File: src/rtl/jtag_uart_avalon_poller.sv
// Avalon-MM master polling the JTAG-UART data register: strobes received bytes to the parser and
// returns one buffered TX byte when WSPACE allows. Optional RX echo: JTAG_UART_RX_ECHO_EN.
module jtag_uart_avalon_poller #(
    parameter int unsigned POLL_INTERVAL = 4,
    parameter int unsigned CNT_W         = 8
) (
    input  logic        iCLK,
    input  logic        iRST_N,
    output logic        oJTAG_SLAVE_ADDR,
    output logic        oJTAG_SLAVE_RDREQ,
    input  logic [31:0] iJTAG_SLAVE_RDDATA,
    output logic        oJTAG_SLAVE_WRREQ,
    output logic [31:0] oJTAG_SLAVE_WRDATA,
    input  logic        iJTAG_SLAVE_WAIT,
    output logic [7:0]  oDATA_TO_PARSE,
    output logic        oDATA_TO_PARSE_VALID,
    input  logic [7:0]  iTX_BYTE,
    input  logic        iTX_VALID,
    output logic        oTX_READY
);

`ifdef JTAG_UART_RX_ECHO_EN
    localparam bit RxEchoEn = 1'b1;
`else
    localparam bit RxEchoEn = 1'b0;
`endif

    localparam logic [CNT_W-1:0] PollLimit = CNT_W'(POLL_INTERVAL);

    typedef enum logic [1:0] {Idle, RdData, RdCtrl, WrData} stateT;

    stateT            state;
    logic [CNT_W-1:0] pollCnt;
    logic [CNT_W-1:0] pollCntNext;
    logic             burstDrain;
    logic             txPending;
    logic [7:0]       txByte;
    logic             rdAccept;
    logic             wrAccept;
    logic             rxValid;
    logic [15:0]      hiField;
    logic             echoLoad;
    logic             unusedRdBits;

    assign pollCntNext  = pollCnt + CNT_W'(1);
    assign rdAccept     = oJTAG_SLAVE_RDREQ && !iJTAG_SLAVE_WAIT;
    assign wrAccept     = oJTAG_SLAVE_WRREQ && !iJTAG_SLAVE_WAIT;
    assign rxValid      = iJTAG_SLAVE_RDDATA[15];
    assign hiField      = iJTAG_SLAVE_RDDATA[31:16];
    assign echoLoad     = RxEchoEn && (state == RdData) && rdAccept && rxValid;
    assign unusedRdBits = ^iJTAG_SLAVE_RDDATA[14:8];
    assign oTX_READY    = !txPending;

    always_ff @(posedge iCLK or negedge iRST_N) begin
        if (!iRST_N) begin
            state                <= Idle;
            pollCnt              <= '0;
            burstDrain           <= 1'b0;
            txPending            <= 1'b0;
            txByte               <= 8'h00;
            oJTAG_SLAVE_ADDR     <= 1'b0;
            oJTAG_SLAVE_RDREQ    <= 1'b0;
            oJTAG_SLAVE_WRREQ    <= 1'b0;
            oJTAG_SLAVE_WRDATA   <= 32'h0;
            oDATA_TO_PARSE       <= 8'h00;
            oDATA_TO_PARSE_VALID <= 1'b0;
        end else begin
            oDATA_TO_PARSE_VALID <= 1'b0;
            unique case (state)
                Idle: begin
                    if (burstDrain || (pollCntNext >= PollLimit)) begin
                        state             <= RdData;
                        pollCnt           <= '0;
                        oJTAG_SLAVE_ADDR  <= 1'b0;
                        oJTAG_SLAVE_RDREQ <= 1'b1;
                    end else begin
                        pollCnt <= pollCntNext;
                    end
                end
                RdData: begin
                    if (rdAccept) begin
                        if (rxValid) begin
                            oDATA_TO_PARSE <= iJTAG_SLAVE_RDDATA[7:0];
                        end
                        oDATA_TO_PARSE_VALID <= rxValid;
                        burstDrain           <= rxValid && (hiField > 16'd1);
                        oJTAG_SLAVE_RDREQ    <= 1'b0;
                        state                <= txPending ? RdCtrl : Idle;
                    end
                end
                RdCtrl: begin
                    // Request drops for a cycle between the data and control reads.
                    if (!oJTAG_SLAVE_RDREQ) begin
                        oJTAG_SLAVE_ADDR  <= 1'b1;
                        oJTAG_SLAVE_RDREQ <= 1'b1;
                    end else if (!iJTAG_SLAVE_WAIT) begin
                        oJTAG_SLAVE_RDREQ <= 1'b0;
                        oJTAG_SLAVE_ADDR  <= 1'b0;
                        state             <= (hiField != 16'd0) ? WrData : Idle;
                    end
                end
                WrData: begin
                    if (!oJTAG_SLAVE_WRREQ) begin
                        oJTAG_SLAVE_ADDR   <= 1'b0;
                        oJTAG_SLAVE_WRREQ  <= 1'b1;
                        oJTAG_SLAVE_WRDATA <= {24'h0, txByte};
                    end else if (!iJTAG_SLAVE_WAIT) begin
                        oJTAG_SLAVE_WRREQ <= 1'b0;
                        state             <= Idle;
                    end
                end
                default: state <= Idle;
            endcase

            // Holding register: iTX_VALID wins over echo; loads while full are dropped.
            if ((state == WrData) && wrAccept) begin
                txPending <= 1'b0;
            end else if (!txPending && iTX_VALID) begin
                txByte    <= iTX_BYTE;
                txPending <= 1'b1;
            end else if (!txPending && echoLoad) begin
                txByte    <= iJTAG_SLAVE_RDDATA[7:0];
                txPending <= 1'b1;
            end
        end
    end

endmodule

File: config.mk
export PLATFORM = sky130hd
export DESIGN_NAME = jtag_uart_avalon_poller
export DESIGN_NICKNAME = d
export VERILOG_FILES = /design/src/rtl/jtag_uart_avalon_poller.sv
export SDC_FILE = /design/constraint.sdc
export NUM_CORES = 1
export LEC_CHECK = 0
export CORE_MARGIN = 3
export CORE_UTILIZATION = 35
export CTS_CLUSTER_SIZE = 25
export DETAILED_ROUTE_END_ITERATION = 16
export PLACE_DENSITY = 0.81
export SETUP_SLACK_MARGIN = 0.2
export SYNTH_ARGS = -nofsm -noshare
export SYNTH_HDL_FRONTEND = slang
export SYNTH_SLANG_ARGS = --single-unit
File: constraint.sdc
create_clock -name iCLK -period 1.8 [get_ports iCLK]
set_input_delay 0.27 -clock iCLK [delete_from_list [all_inputs] [get_ports iCLK]]
set_output_delay 0.27 -clock iCLK [all_outputs]
set_load 0.02 [all_outputs]
[After elaboration in Yosys (flattened, before gate mapping)]
Index checks and enable logic that the tools add are counted.
W data, S select, Z words.
Operators by class
  muxes and demuxes: 25
  eq/ne operators: 11
  reduce and logical (&&, ||, !) cells: 20
  bitwise gates (word level): 2
  add/subtract/negate cells: 1
  order comparisons: 2
Operators with widths (count)
  $gt A16 B1 Y1 const B: 1
  $mux W2: 8
  $reduce_bool A16 Y1: 1
  $ne A2 B2 Y1 const B: 7
  $mux W1: 13
  $add A8 B1 Y8 const B: 1
  $ge A8 B3 Y1 const B: 1
  $mux W8: 1
  $pmux W2 S4: 1
  $pmux W1 S3: 2
  $reduce_and A2 Y1: 3
  $reduce_and A3 Y1: 2
  $reduce_and A6 Y1: 1
  $reduce_bool A3 Y1: 2
  $logic_and A1 B1 Y1: 5
  $eq A2 B2 Y1 const B: 2
  $reduce_and A4 Y1: 1
  $ne A3 B3 Y1 const B: 1
  $eq A2 B1 Y1 const B: 1
  $logic_not A1 Y1: 2
  $logic_not A2 Y1: 1
  $not A1 Y1: 2
  $reduce_bool A2 Y1: 1
  $logic_or A1 B1 Y1: 1
Word-level totals
  input port bits: 44
  logic and storage cells: 72
  flip-flop bits (word level): 40
  output and inout port bits: 45

[Logic depth before layout (Yosys ltp)]
  depth in word-level cells: 5
  depth in mapped cells: 5
  mapped depth without buffers: 4

[Least setup slack after synthesis]
OpenSTA, ideal clock, no wires.
  path kind: reg-to-reg
  start point: register oJTAG_SLAVE_RDREQ
  end point: register oDATA_TO_PARSE[0]
  library setup time: 0.125 ns
  cell stages (with the launch flop): 5
  path buffers: 0
  required time: 1.675 ns
  setup slack: 0.268 ns
  clock period less this slack: 1.532 ns
  data arrival time: 1.407 ns
  cells stage by stage: dfrtp_1 and2b_2 and3_1 nand2_2 mux2_2
On the way
  longest elaborated chain between the ends: 2
Ends and longest elaborated chain
  from (decl): line 10  | output logic oJTAG_SLAVE_RDREQ,
  from (signal assigned): line 62  | oJTAG_SLAVE_RDREQ <= 1'b0;
  from (signal assigned): line 75  | oJTAG_SLAVE_RDREQ <= 1'b1;
  from (signal assigned): line 87  | oJTAG_SLAVE_RDREQ <= 1'b0;
  $logic_and A1 B1 Y1: line 46  | assign rdAccept = oJTAG_SLAVE_RDREQ && !iJTAG_SLAVE_WAIT;
  $reduce_and A3 Y1 (no line)
  to (signal assigned): line 83  | oDATA_TO_PARSE <= iJTAG_SLAVE_RDDATA[7:0];
  to (decl): line 15  | output logic [7:0] oDATA_TO_PARSE,
Every way passes these cells.
A chain may end at the register's enable or synchronous reset.

[Worst setup path after layout]
  start point: register pollCnt[4]
  end point: register oJTAG_SLAVE_RDREQ
On the way
  longest elaborated chain between the ends: 5
Ends and longest elaborated chain
  from (decl): line 33  | logic [CNT_W-1:0] pollCnt;
  from (signal assigned): line 77  | pollCnt <= pollCntNext;
  $add A8 B1 Y8: line 45  | assign pollCntNext = pollCnt + CNT_W'(1);
  $ge A8 B3 Y1: line 71  | if (burstDrain || (pollCntNext >= PollLimit)) begin
  $logic_or A1 B1 Y1: line 71
  $ne A2 B2 Y1 (no line)
  $reduce_and A3 Y1 (no line)
  to (signal assigned): line 75
  to (signal assigned): line 87
  to (signal assigned): line 95  | oJTAG_SLAVE_RDREQ <= 1'b1;
Every way passes these cells.

==> Flow_metrics.wiki <==
{| class="wikitable"
! Metric !! Value
|-
| Post-synthesis instance total || 163
|-
| DIE WIDTH || 79.7 um
|-
| Pin count of the biggest net entering global routing || 41
|-
| HPWL after DPL || 2680 um
|-
| Number of instances in the placed design || 291
|-
| Most common cell after layout, fill and taps aside || clkdlybuf4s50_1
|-
| Type of the tightest min-delay check || in -> async
|-
| Synthesized flop and latch total || 40
|-
| Post-route fraction of the period consumed by the critical path || 89.2%
|-
| Minimum period implied by the final worst setup slack || 1600 ps
|-
| Setup crit start kind || flip-flop
|-
| Net switching power figure || 1210 uW
|-
| Number of CTS-inserted buffers || 5
|-
| Int Pwr || 2360 uW
|-
| Placed cell areas || 0.00248 mm^2
|-
| Critical Path Max Stage Delay || 550 ps
|-
| Crit path launch || pollCnt[4]$_DFFE_PN0N_
|-
| Total leakage power || 0.00122 uW
|-
| Category of cells accounting for the largest share of critical-path delay || simple AND/OR/NAND/NOR gates
|-
| Cells taking the most area after synthesis || dfrtp_1 (53%), mux2_2 (14%), buf_4 (9.5%)
|-
| Post-layout nets || 274
|-
| Total chip power || 3560 uW
|-
| # clock sinks || 40
|-
| Die Y || 79.7 um
|-
| Unrepaired setup endpoints after global routing || true
|-
| Initial DRC count || 72
|-
| Slowest cell on crit path || or4_4
|-
| Largest area contributor in the synthesized netlist || dfrtp_1
|-
| Combinational Power Share || 41.9%
|-
| Commonest cells after routing, fill and taps aside || clkdlybuf4s50_1 (52), dfrtp_1 (39), mux2_2 (24), conb_1 (24), nand2_1 (12)
|-
| Clock Power Share || 16.7%
|-
| Total number of vias || 1,301
|-
| TritonCTS clock tree || yes
|-
| Hold WS || 32.3 ps
|-
| Wire length after detailed routing || 3460 um
|-
| Non-Filler Cell Area, Final || 0.00261 mm^2
|-
| Post-synthesis instance area || 0.00190 mm^2
|-
| Sequential area share after synthesis || 52.7%
|-
| Share of post-route cells with drive strength above 1 || 21.3%
|-
| Maximum clock insertion buffer count || 2
|-
| Routability congestion estimate from global placement || 0.773
|-
| Number of primary I/O pins || 89
|-
| Power per standard cell area || 1360 mW/mm^2
|-
| Overall overflow remaining after global route || 0
|-
| Synth Area per Inst || 11.7 um^2
|-
| Buffers and inverters on the worst path || 0
|-
| Setup Crit Path Kind || reg -> reg
|-
| Port Buf Inserts || 57
|-
| Layout overhead on the synthesized area || 37.5%
|-
| Cell at the root of the clock tree || clkbuf_8
|-
| CP Depth || 4
|-
| Capturing element type of the critical path || flip-flop
|-
| Clk slew on worst S/H paths || 70 ps
|-
| Routed wire length per instance || 11.5 um
|-
| Data arrival, critical path || 1770 ps
|-
| Number of library cell types mapped by synthesis || 37
|-
| Ant. Diodes || 0
|-
| Site Rows || 26
|-
| Area fraction of the dominant cell type after synthesis || 52.7%
|-
| Clock Skews || 4.76 ps
|-
| Drc violations || 0
|-
| First-pass GRT wire length || 5790 um
|-
| Largest fanout on the critical path || 5
|-
| Worst skew pair latency || 280 ps
|-
| Post-DR vias/cell || 4.34
|-
| Antenna Nets Post-Route || 0
|-
| Number of detailed-routing iterations run before antenna repair || 4
|-
| Number of max-cap violations || 0
|-
| Maximum frequency from static timing analysis || 623 MHz
|-
| Sequential power share || 41.4%
|-
| Area of the core || 0.00517 mm^2
|-
| Number of antenna violations at the first check in global routing || 0
|-
| Worst supply voltage drop on vdd || 836 uV
|-
| Last element of the critical path || oJTAG_SLAVE_RDREQ$_DFFE_PN0P_
|-
| Status || finished, final reports clean
|-
| YS warnings || 0
|-
| Register-to-Register Setup Slack || 200 ps
|-
| Initial Utilization || 36.7%
|-
| Hold Fails Final Rpt || 0
|-
| Number of global-route vias before repair || 1,284
|-
| Depth of the worst register-to-register path || 4
|-
| CTS H-tree lvls || 2
|-
| Sequence of cells on the critical path || or4_4 -> nor2_4 -> o221ai_4 -> o311a_1
|-
| Final non-filler cell total || 300
|-
| Full die area || 0.00635 mm^2
|-
| Critical path data required time || 1970 ps
|-
| Startpoint of the worst register-to-register path || pollCnt[4]$_DFFE_PN0N_
|-
| Final-report setup violation count || 0
|-
| Sw Share || 33.8%
|-
| Pins over their slew limit || 0
|-
| GRT Resource Usage Total || 11.7%
|-
| Worst reg2reg path endpoint || oJTAG_SLAVE_RDREQ$_DFFE_PN0P_
|}
logic make-up after synthesis:
group | Yosys count | share of synthesized area (%)
other | 1 | 0.197
adder cells (fa/ha/maj) | 1 | 0.658
multiplexers | 24 | 14.2
buffers and inverters | 34 | 12.2
AO/OA/AOI/OAI | 17 | 6.78
flip-flops | 40 | 52.7
AND/OR/NAND/NOR | 46 | 13.2
worst min-delay path by stage:
stage	startpoint	endpoint	depth (start not counted)
after global routing	iRST_N	oDATA_TO_PARSE[3]$_DFFE_PN0P_	2
final	iRST_N	pollCnt[4]$_DFFE_PN0N_	2
after CTS	iRST_N	oDATA_TO_PARSE[3]$_DFFE_PN0P_	2
after detailed placement	iRST_N	burstDrain$_DFFE_PN0P_	2
after floorplan	iRST_N	burstDrain$_DFFE_PN0P_	0
after global placement	iRST_N	pollCnt[2]$_DFFE_PN0N_	2
flip-flops by register name (all words and copies together) (netlist names):
signal	flops
txByte	8
pollCnt	8
oJTAG_SLAVE_WRREQ	1
oDATA_TO_PARSE_VALID	1
txPending	1
state	2
oJTAG_SLAVE_ADDR	1
burstDrain	1
oJTAG_SLAVE_WRDATA	8
oJTAG_SLAVE_RDREQ	1
oDATA_TO_PARSE	8
cell type report:
cell class                      count  area, um^2
Clock inverter                      2        10.0
Tap cell                           70        87.6
Clock buffer                        6        82.6
Timing Repair Buffer               63         626
Inverter                            7        26.3
Multi-Input combinational cell    112         779
Fill cell                         464        2560
Sequential cell                    40        1000
power by group through the flow:
stage | registers [uW] | clock network [uW] | logic (uW)
finish | 1470 | 596 | 1500
global route | 1530 | 663 | 1620
CTS | 1480 | 619 | 1520
detailed placement | 1500 | 0 | 1510
global placement | 1490 | 0 | 1480
floorplan | 1690 | 0 | 708
stage by stage:
stage	setup WS (ps)	utilization (%)	setup TNS, ps
finish	195	50.5	0
global route	143	50.5	0
CTS	194	50.2	0
detailed placement	-98.1	48.0	-723
global placement	-74.5	48.0	-582
floorplan	268	-	0
routing by layer:
layer  track usage (%)  vias up  routed length (um)
li1                  -      646                   -
met1              13.8      613                1450
met2              20.0       39                1780
met3              3.61        3                 214
met4              3.61        0                  21
met5                 0        -                   0
cells in the mapped netlist:
cell type,n
a21oi_1,2
a22oi_1,1
and2_1,5
and2_2,1
and2b_2,2
and3_1,1
buf_4,24
buf_6,2
clkbuf_1,1
conb_1,1
dfrtp_1,40
ha_1,1
inv_1,7
mux2_2,24
nand2_1,12
nand2_2,1
nand2b_1,1
nand3_1,3
nand3b_1,1
nand4_1,1
nand4b_1,1
nor2_1,6
nor2_2,1
nor2b_1,1
nor3_1,2
nor4_1,4
o211a_1,2
o211ai_1,1
o21a_1,1
o21ai_0,5
o221a_1,1
o221ai_2,1
o311a_1,1
o31ai_1,2
or2_2,1
or3_1,1
or4_4,1
what timing repair did:
item,CTS,global route
setup endpoints to repair,3,12
setup buffers,1,0
hold endpoints to repair,0,0
resized for setup,4,5
hold buffers,0,0
Note: power is estimated with default switching activity, not from simulation.
